### config.mk
export PLATFORM = sky130hd
export DESIGN_NAME = fp_widen
export DESIGN_NICKNAME = d
export VERILOG_FILES = /design/src/rtl/fp_widen.sv
export SDC_FILE = /design/constraint.sdc
export NUM_CORES = 1
export LEC_CHECK = 0
export BUFFER_PORTS_ARGS = -buffer_cell sky130_fd_sc_hd__buf_2
export CAP_MARGIN = 15
export CELL_PAD_IN_SITES_DETAIL_PLACEMENT = 1
export CELL_PAD_IN_SITES_GLOBAL_PLACEMENT = 2
export CORE_UTILIZATION = 29
export CTS_BUF_LIST = sky130_fd_sc_hd__clkbuf_4 sky130_fd_sc_hd__clkbuf_8
export DETAILED_ROUTE_END_ITERATION = 7
export HOLD_SLACK_MARGIN = 0.06
export PLACE_DENSITY_LB_ADDON = 0.1
export SLEW_MARGIN = 25
export SYNTH_ARGS = -nofsm -noshare
export SYNTH_HDL_FRONTEND = slang
export SYNTH_SLANG_ARGS = --single-unit
### constraint.sdc
create_clock -name clk -period 1.67 [get_ports clk]
set_input_delay 0.334 -clock clk [delete_from_list [all_inputs] [get_ports clk]]
set_output_delay 0.334 -clock clk [all_outputs]
set_load 0.02 [all_outputs]
### src/rtl/fp_widen.sv
`default_nettype none
// +--------------------------------------------------------------------------+
// | Module  : fp_widen                                                       |
// | Brief   : IEEE-754 widening converter (EXP_IN/MAN_IN -> EXP_OUT/MAN_OUT) |
// |           behind valid/ready. FP_WIDEN_SUBNORM_EN enables subnormal      |
// |           normalisation; otherwise subnormals flush to signed zero.      |
// | Revision: 1.0                                                            |
// +--------------------------------------------------------------------------+
module fp_widen #(
  parameter int EXP_IN  = 8,
  parameter int MAN_IN  = 23,
  parameter int EXP_OUT = 11,
  parameter int MAN_OUT = 52
) (
  input  logic                       clk,
  input  logic                       reset,
  input  logic                       in_valid,
  output logic                       in_ready,
  input  logic [EXP_IN+MAN_IN:0]     in_data,
  output logic                       out_valid,
  input  logic                       out_ready,
  output logic [EXP_OUT+MAN_OUT:0]   out_data,
  output logic                       nan_exception
);

  localparam int c_BIAS_IN  = 2**(EXP_IN-1) - 1;
  localparam int c_BIAS_OUT = 2**(EXP_OUT-1) - 1;
  localparam int c_PAD      = MAN_OUT - MAN_IN;
  localparam logic [EXP_OUT-1:0] c_DELTA = EXP_OUT'(c_BIAS_OUT - c_BIAS_IN);
  localparam logic [MAN_OUT-1:0] c_QBIT  = {1'b1, {(MAN_OUT-1){1'b0}}};

  localparam logic [1:0] c_IDLE  = 2'd0;
  localparam logic [1:0] c_CHECK = 2'd1;
  localparam logic [1:0] c_NORM  = 2'd2;
  localparam logic [1:0] c_DONE  = 2'd3;

  logic [1:0]         r_state;
  logic [1:0]         w_next;
  logic               r_sign;
  logic [EXP_IN-1:0]  r_exp;
  logic [MAN_IN-1:0]  r_frac;
  logic [EXP_OUT-1:0] r_exp_out;
  logic [MAN_OUT-1:0] r_frac_out;
  logic               r_nan;

  logic               w_exp_zero;
  logic               w_exp_ones;
  logic               w_frac_zero;
  logic               w_subnorm;
  logic               w_snan;
  logic [MAN_OUT-1:0] w_frac_pad;

  assign w_exp_zero  = (r_exp == '0);
  assign w_exp_ones  = &r_exp;
  assign w_frac_zero = (r_frac == '0);
  assign w_subnorm   = w_exp_zero & ~w_frac_zero;
  assign w_snan      = w_exp_ones & ~w_frac_zero & ~r_frac[MAN_IN-1];
  assign w_frac_pad  = MAN_OUT'(r_frac) << c_PAD;

`ifdef FP_WIDEN_SUBNORM_EN
  // Working mantissa carries one guard bit above the fraction to detect the hidden one.
  logic [MAN_IN:0]    r_m;
  logic [EXP_OUT-1:0] r_e;
  logic [MAN_IN:0]    w_m_shl;
  logic [EXP_OUT-1:0] w_e_dec;
  logic               w_norm_done;
  logic [MAN_OUT-1:0] w_norm_frac;

  assign w_m_shl     = r_m << 1;
  assign w_e_dec     = r_e - 1'b1;
  assign w_norm_done = w_m_shl[MAN_IN];
  assign w_norm_frac = MAN_OUT'(w_m_shl[MAN_IN-1:0]) << c_PAD;

  always_ff @(posedge clk) begin
    if (reset) begin
      r_m <= '0;
      r_e <= '0;
    end else if (r_state == c_CHECK) begin
      r_m <= {1'b0, r_frac};
      r_e <= EXP_OUT'(1) + c_DELTA;
    end else if (r_state == c_NORM) begin
      r_m <= w_m_shl;
      r_e <= w_e_dec;
    end
  end
`endif

  always_ff @(posedge clk) begin
    if (reset) r_state <= c_IDLE;
    else       r_state <= w_next;
  end

  always_comb begin
    w_next = r_state;
    case (r_state)
      c_IDLE:  if (in_valid) w_next = c_CHECK;
`ifdef FP_WIDEN_SUBNORM_EN
      c_CHECK: w_next = w_subnorm ? c_NORM : c_DONE;
      c_NORM:  if (w_norm_done) w_next = c_DONE;
`else
      c_CHECK: w_next = c_DONE;
      c_NORM:  w_next = c_IDLE;
`endif
      c_DONE:  if (out_ready) w_next = c_IDLE;
      default: w_next = c_IDLE;
    endcase
  end

  always_comb begin
    in_ready      = (r_state == c_IDLE) && !reset;
    out_valid     = (r_state == c_DONE);
    nan_exception = out_valid & r_nan;
  end

  always_ff @(posedge clk) begin
    if (reset) begin
      r_sign     <= 1'b0;
      r_exp      <= '0;
      r_frac     <= '0;
      r_exp_out  <= '0;
      r_frac_out <= '0;
      r_nan      <= 1'b0;
    end else begin
      if (r_state == c_IDLE && in_valid) begin
        {r_sign, r_exp, r_frac} <= in_data;
      end
      if (r_state == c_CHECK) begin
        r_nan <= w_snan;
        if (w_exp_ones) begin
          r_exp_out  <= '1;
          r_frac_out <= w_snan ? (w_frac_pad | c_QBIT) : w_frac_pad;
        end else if (w_exp_zero) begin
          // Zero; subnormals either flush here or are overwritten after NORM.
          r_exp_out  <= '0;
          r_frac_out <= '0;
        end else begin
          r_exp_out  <= EXP_OUT'(r_exp) + c_DELTA;
          r_frac_out <= w_frac_pad;
        end
      end
`ifdef FP_WIDEN_SUBNORM_EN
      if (r_state == c_NORM && w_norm_done) begin
        r_exp_out  <= w_e_dec;
        r_frac_out <= w_norm_frac;
      end
`endif
    end
  end

  assign out_data = {r_sign, r_exp_out, r_frac_out};

endmodule
`default_nettype wire

==> flow_metrics.tcl <==
set metrics [dict create \
    cts-htree-levels 3 \
    die_area_um2 10400 \
    synthesis.area_um2 2890 \
    maxCapViolCount 0 \
    ios 103 \
    grt_use_total_pct 15.1 \
    ant_nets 0 \
    grt_pass1_wl_mm 11.5 \
    critPathCaptureType "register" \
    gr-usage-met3_pct 3.17 \
    vias 2331 \
    r2r_start "r_exp[2]" \
    wl_per_cell_um 14.0 \
    crit_arrival_ns 1.77 \
    cp-start-kind "register" \
    use_met2_pct 21.9 \
    hpwl_mm 5.17 \
    critPathRequiredTime_ns 1.88 \
    fin_crit_ns 1.55 \
    synth.avg_cell_area_um2 8.88 \
    firstDrtPassIters 4 \
    io_buffer_count 73 \
    hold_buffers 0 \
    ys_async_sr_fraction_pct 0 \
    critPathKind "register to register" \
    path_cells "nor4_4 > a21oi_4 > a22oi_1 > nor2_1" \
    clk_latency_ns 0.34 \
    min_path_type "input pin to register" \
    grt-busiest-layer "met2" \
    fp.dieH_um 102 \
    worst_r2r_endpoint "r_frac_out[30]" \
    yosysUniqueCellTypes 26 \
    post_cts_buffers 0 \
    slew_viol_final 0 \
    overflow 0 \
    cts_buffers 9 \
    synth-edff-count 0 \
    synth_common_cells "nand2_1 (84), dfxtp_1 (67), a21oi_1 (43)" \
    grt_pass1_vias 2196 \
    setup_tns_ns 0 \
    critPathMaxStageDelay_ns 0.54 \
    synth_top_area_share_pct 46.5 \
    cts.sinks 67 \
    cpMaxStageDelayCell "nor4_4" \
    slew_headroom_pct 64.2 \
    p_per_area_nw_per_um2 1040 \
    status "finished clean" \
    yosysMostFrequentCell "nand2_1" \
    cts_root_buf "clkbuf_8" \
    path_buf_inv 0 \
    core_area_um2 9730 \
    yosysSeqAreaShare_pct 46.5 \
    clk_path_buf_depth 2 \
    grt_max_degree 33 \
    setup_violations 0 \
    gp_congestion 0.681 \
    synthesis.instances 325 \
    routed_via_density 4.37 \
    drtIter0Drc 50 \
    crit_fanout 11 \
    final_hold_viol_count 0 \
    synth_seq_cells 67 \
    grt.met1_usage_pct 21.3 \
    cts_resized 0 \
    cts_tree "built" \
    worstMarginPinSlew_ns 0.537 \
    cp.depth 4 \
    crit_family "simple AND/OR/NAND/NOR gates" \
    yosys.area.top_type "dfxtp_1" \
    skew_ns 0.00995 \
    rsz0062_at_grt "false" \
    area_growth_pct 19.1 \
    antenna_found_initial 0 \
    post-route-util_pct 35.3 \
    nets 434 \
    die-width_um 102 \
    drive_gt1_share_pct 36.9 \
    ys_warn_count 0 \
    reg2reg_slack_ns 0.12 \
    synthTopCellsByArea "dfxtp_1 (46%), nand2_1 (11%), buf_4 (9.4%)" \
    critPathCapture "r_frac_out[30]" \
    vdd.ir_drop.worst_mv 0.322 \
    period_share_pct 92.9 \
    leakagePower_nw 1.42 \
    wirelength_mm 7.46 \
    rows 36 \
    setup.worst_path.start "r_exp[2]" \
    clkTransAtPathRegs_ns 0.07 \
    ff2ff_path_depth 4 \
    remaining_drc_errors 0 \
    diodes 0 \
    synth_flop_cell "dfxtp_1" \
    start_util_pct 29.7 \
    max_freq_ghz 0.645 \
]
[per-stage QoR]
step | cell area, um^2 | cells | power (W) | setup WS, ns | hold WS, ns
4_1_cts | 3420 | 533 | 0.00362 | 0.0685 | 0.206
3_3_place_gp | 3250 | 519 | 0.00239 | 0.0956 | 0.443
2_1_floorplan | 2990 | 353 | 0.00228 | 0.230 | 0.428
6_report | 3440 | 534 | 0.00358 | 0.119 | 0.222
3_5_place_dp | 3250 | 519 | 0.00240 | 0.0716 | 0.446
5_1_grt | 3440 | 534 | 0.00379 | 0.00565 | 0.216
[how the worst min path moves through the flow]
| stage | start | endpoint | slack, ns | depth (start not counted) |
|---|---|---|---|---|
| 4_1_cts | out_ready | r_state[1] | 0.21 | 2 |
| 3_5_place_dp | r_exp_out[0] | r_exp_out[0] | 0.45 | 2 |
| 6_report | out_ready | r_state[1] | 0.22 | 2 |
| 3_3_place_gp | r_exp_out[2] | r_exp_out[2] | 0.44 | 2 |
| 2_1_floorplan | r_nan | r_nan | 0.43 | 2 |
| 5_1_grt | in_data[8] | r_frac[8] | 0.22 | 3 |
[layout by cell type (no fill, tap or decap), drive strengths merged]
| cell | instances |
|---|---|
| clkbuf | 12 |
| nor2 | 28 |
| buf | 87 |
| a211oi | 2 |
| nand2b | 1 |
| clkinvlp | 1 |
| dfxtp | 67 |
| nor4 | 8 |
| conb | 29 |
| and2 | 2 |
| clkinv | 1 |
| nand4 | 3 |
| o21ai | 2 |
| nand2 | 84 |
| inv | 1 |
| and3 | 1 |
| a21oi | 45 |
| a22oi | 22 |
| nor3 | 4 |
| a21o | 1 |
[power breakdown]
| group | internal [W] | leakage, nW | switching (W) |
|---|---|---|---|
| combinational | 0.000198 | 0.792 | 0.000421 |
| clock | 0.000618 | 0.0877 | 0.000591 |
| sequential | 0.00168 | 0.545 | 0.0000744 |
| total | 0.00249 | 1.42 | 0.00109 |
[logic make-up (layout without fill, tap and decap cells)]
kind of cell / after synthesis / count (layout) / share of synthesized area, %
and+or+nand+nor: 131 / 131 / 21.8
buffers and inverters: 55 / 102 / 13.2
DFF: 67 / 67 / 46.5
other: 1 / 29 / 0.130
AOI/OAI and AO/OA: 71 / 72 / 18.3
[state kept, by name, summed over array words and instances (netlist names)]
| signal | cells |
|---|---|
| r_frac | 23 |
| r_sign | 1 |
| r_exp_out | 9 |
| r_state | 2 |
| r_exp | 8 |
| r_frac_out | 23 |
| r_nan | 1 |
[final cells by class]
cell class | count | area (um^2)
Timing Repair Buffer | 87 | 470
Clock buffer | 12 | 159
Clock inverter | 2 | 12.5
Tap cell | 133 | 166
Multi-Input combinational cell | 232 | 1280
Inverter | 1 | 3.75
Fill cell | 1221 | 6290
Sequential cell | 67 | 1340
[metal layers]
layer  up-vias  share of wire (%)
li1       1169                  -
met4         0                1.8
met2        61                 43
met1      1091                 51
met5         -                  0
met3        10                4.1
[worst reg2reg max path, cell delays in order, from the launching register on]
cell and delay, ns:
dfxtp_1 0.36, nor4_4 0.54, a21oi_4 0.27, a22oi_1 0.21, nor2_1 0.05
Note: power is estimated with default switching activity, not from simulation.
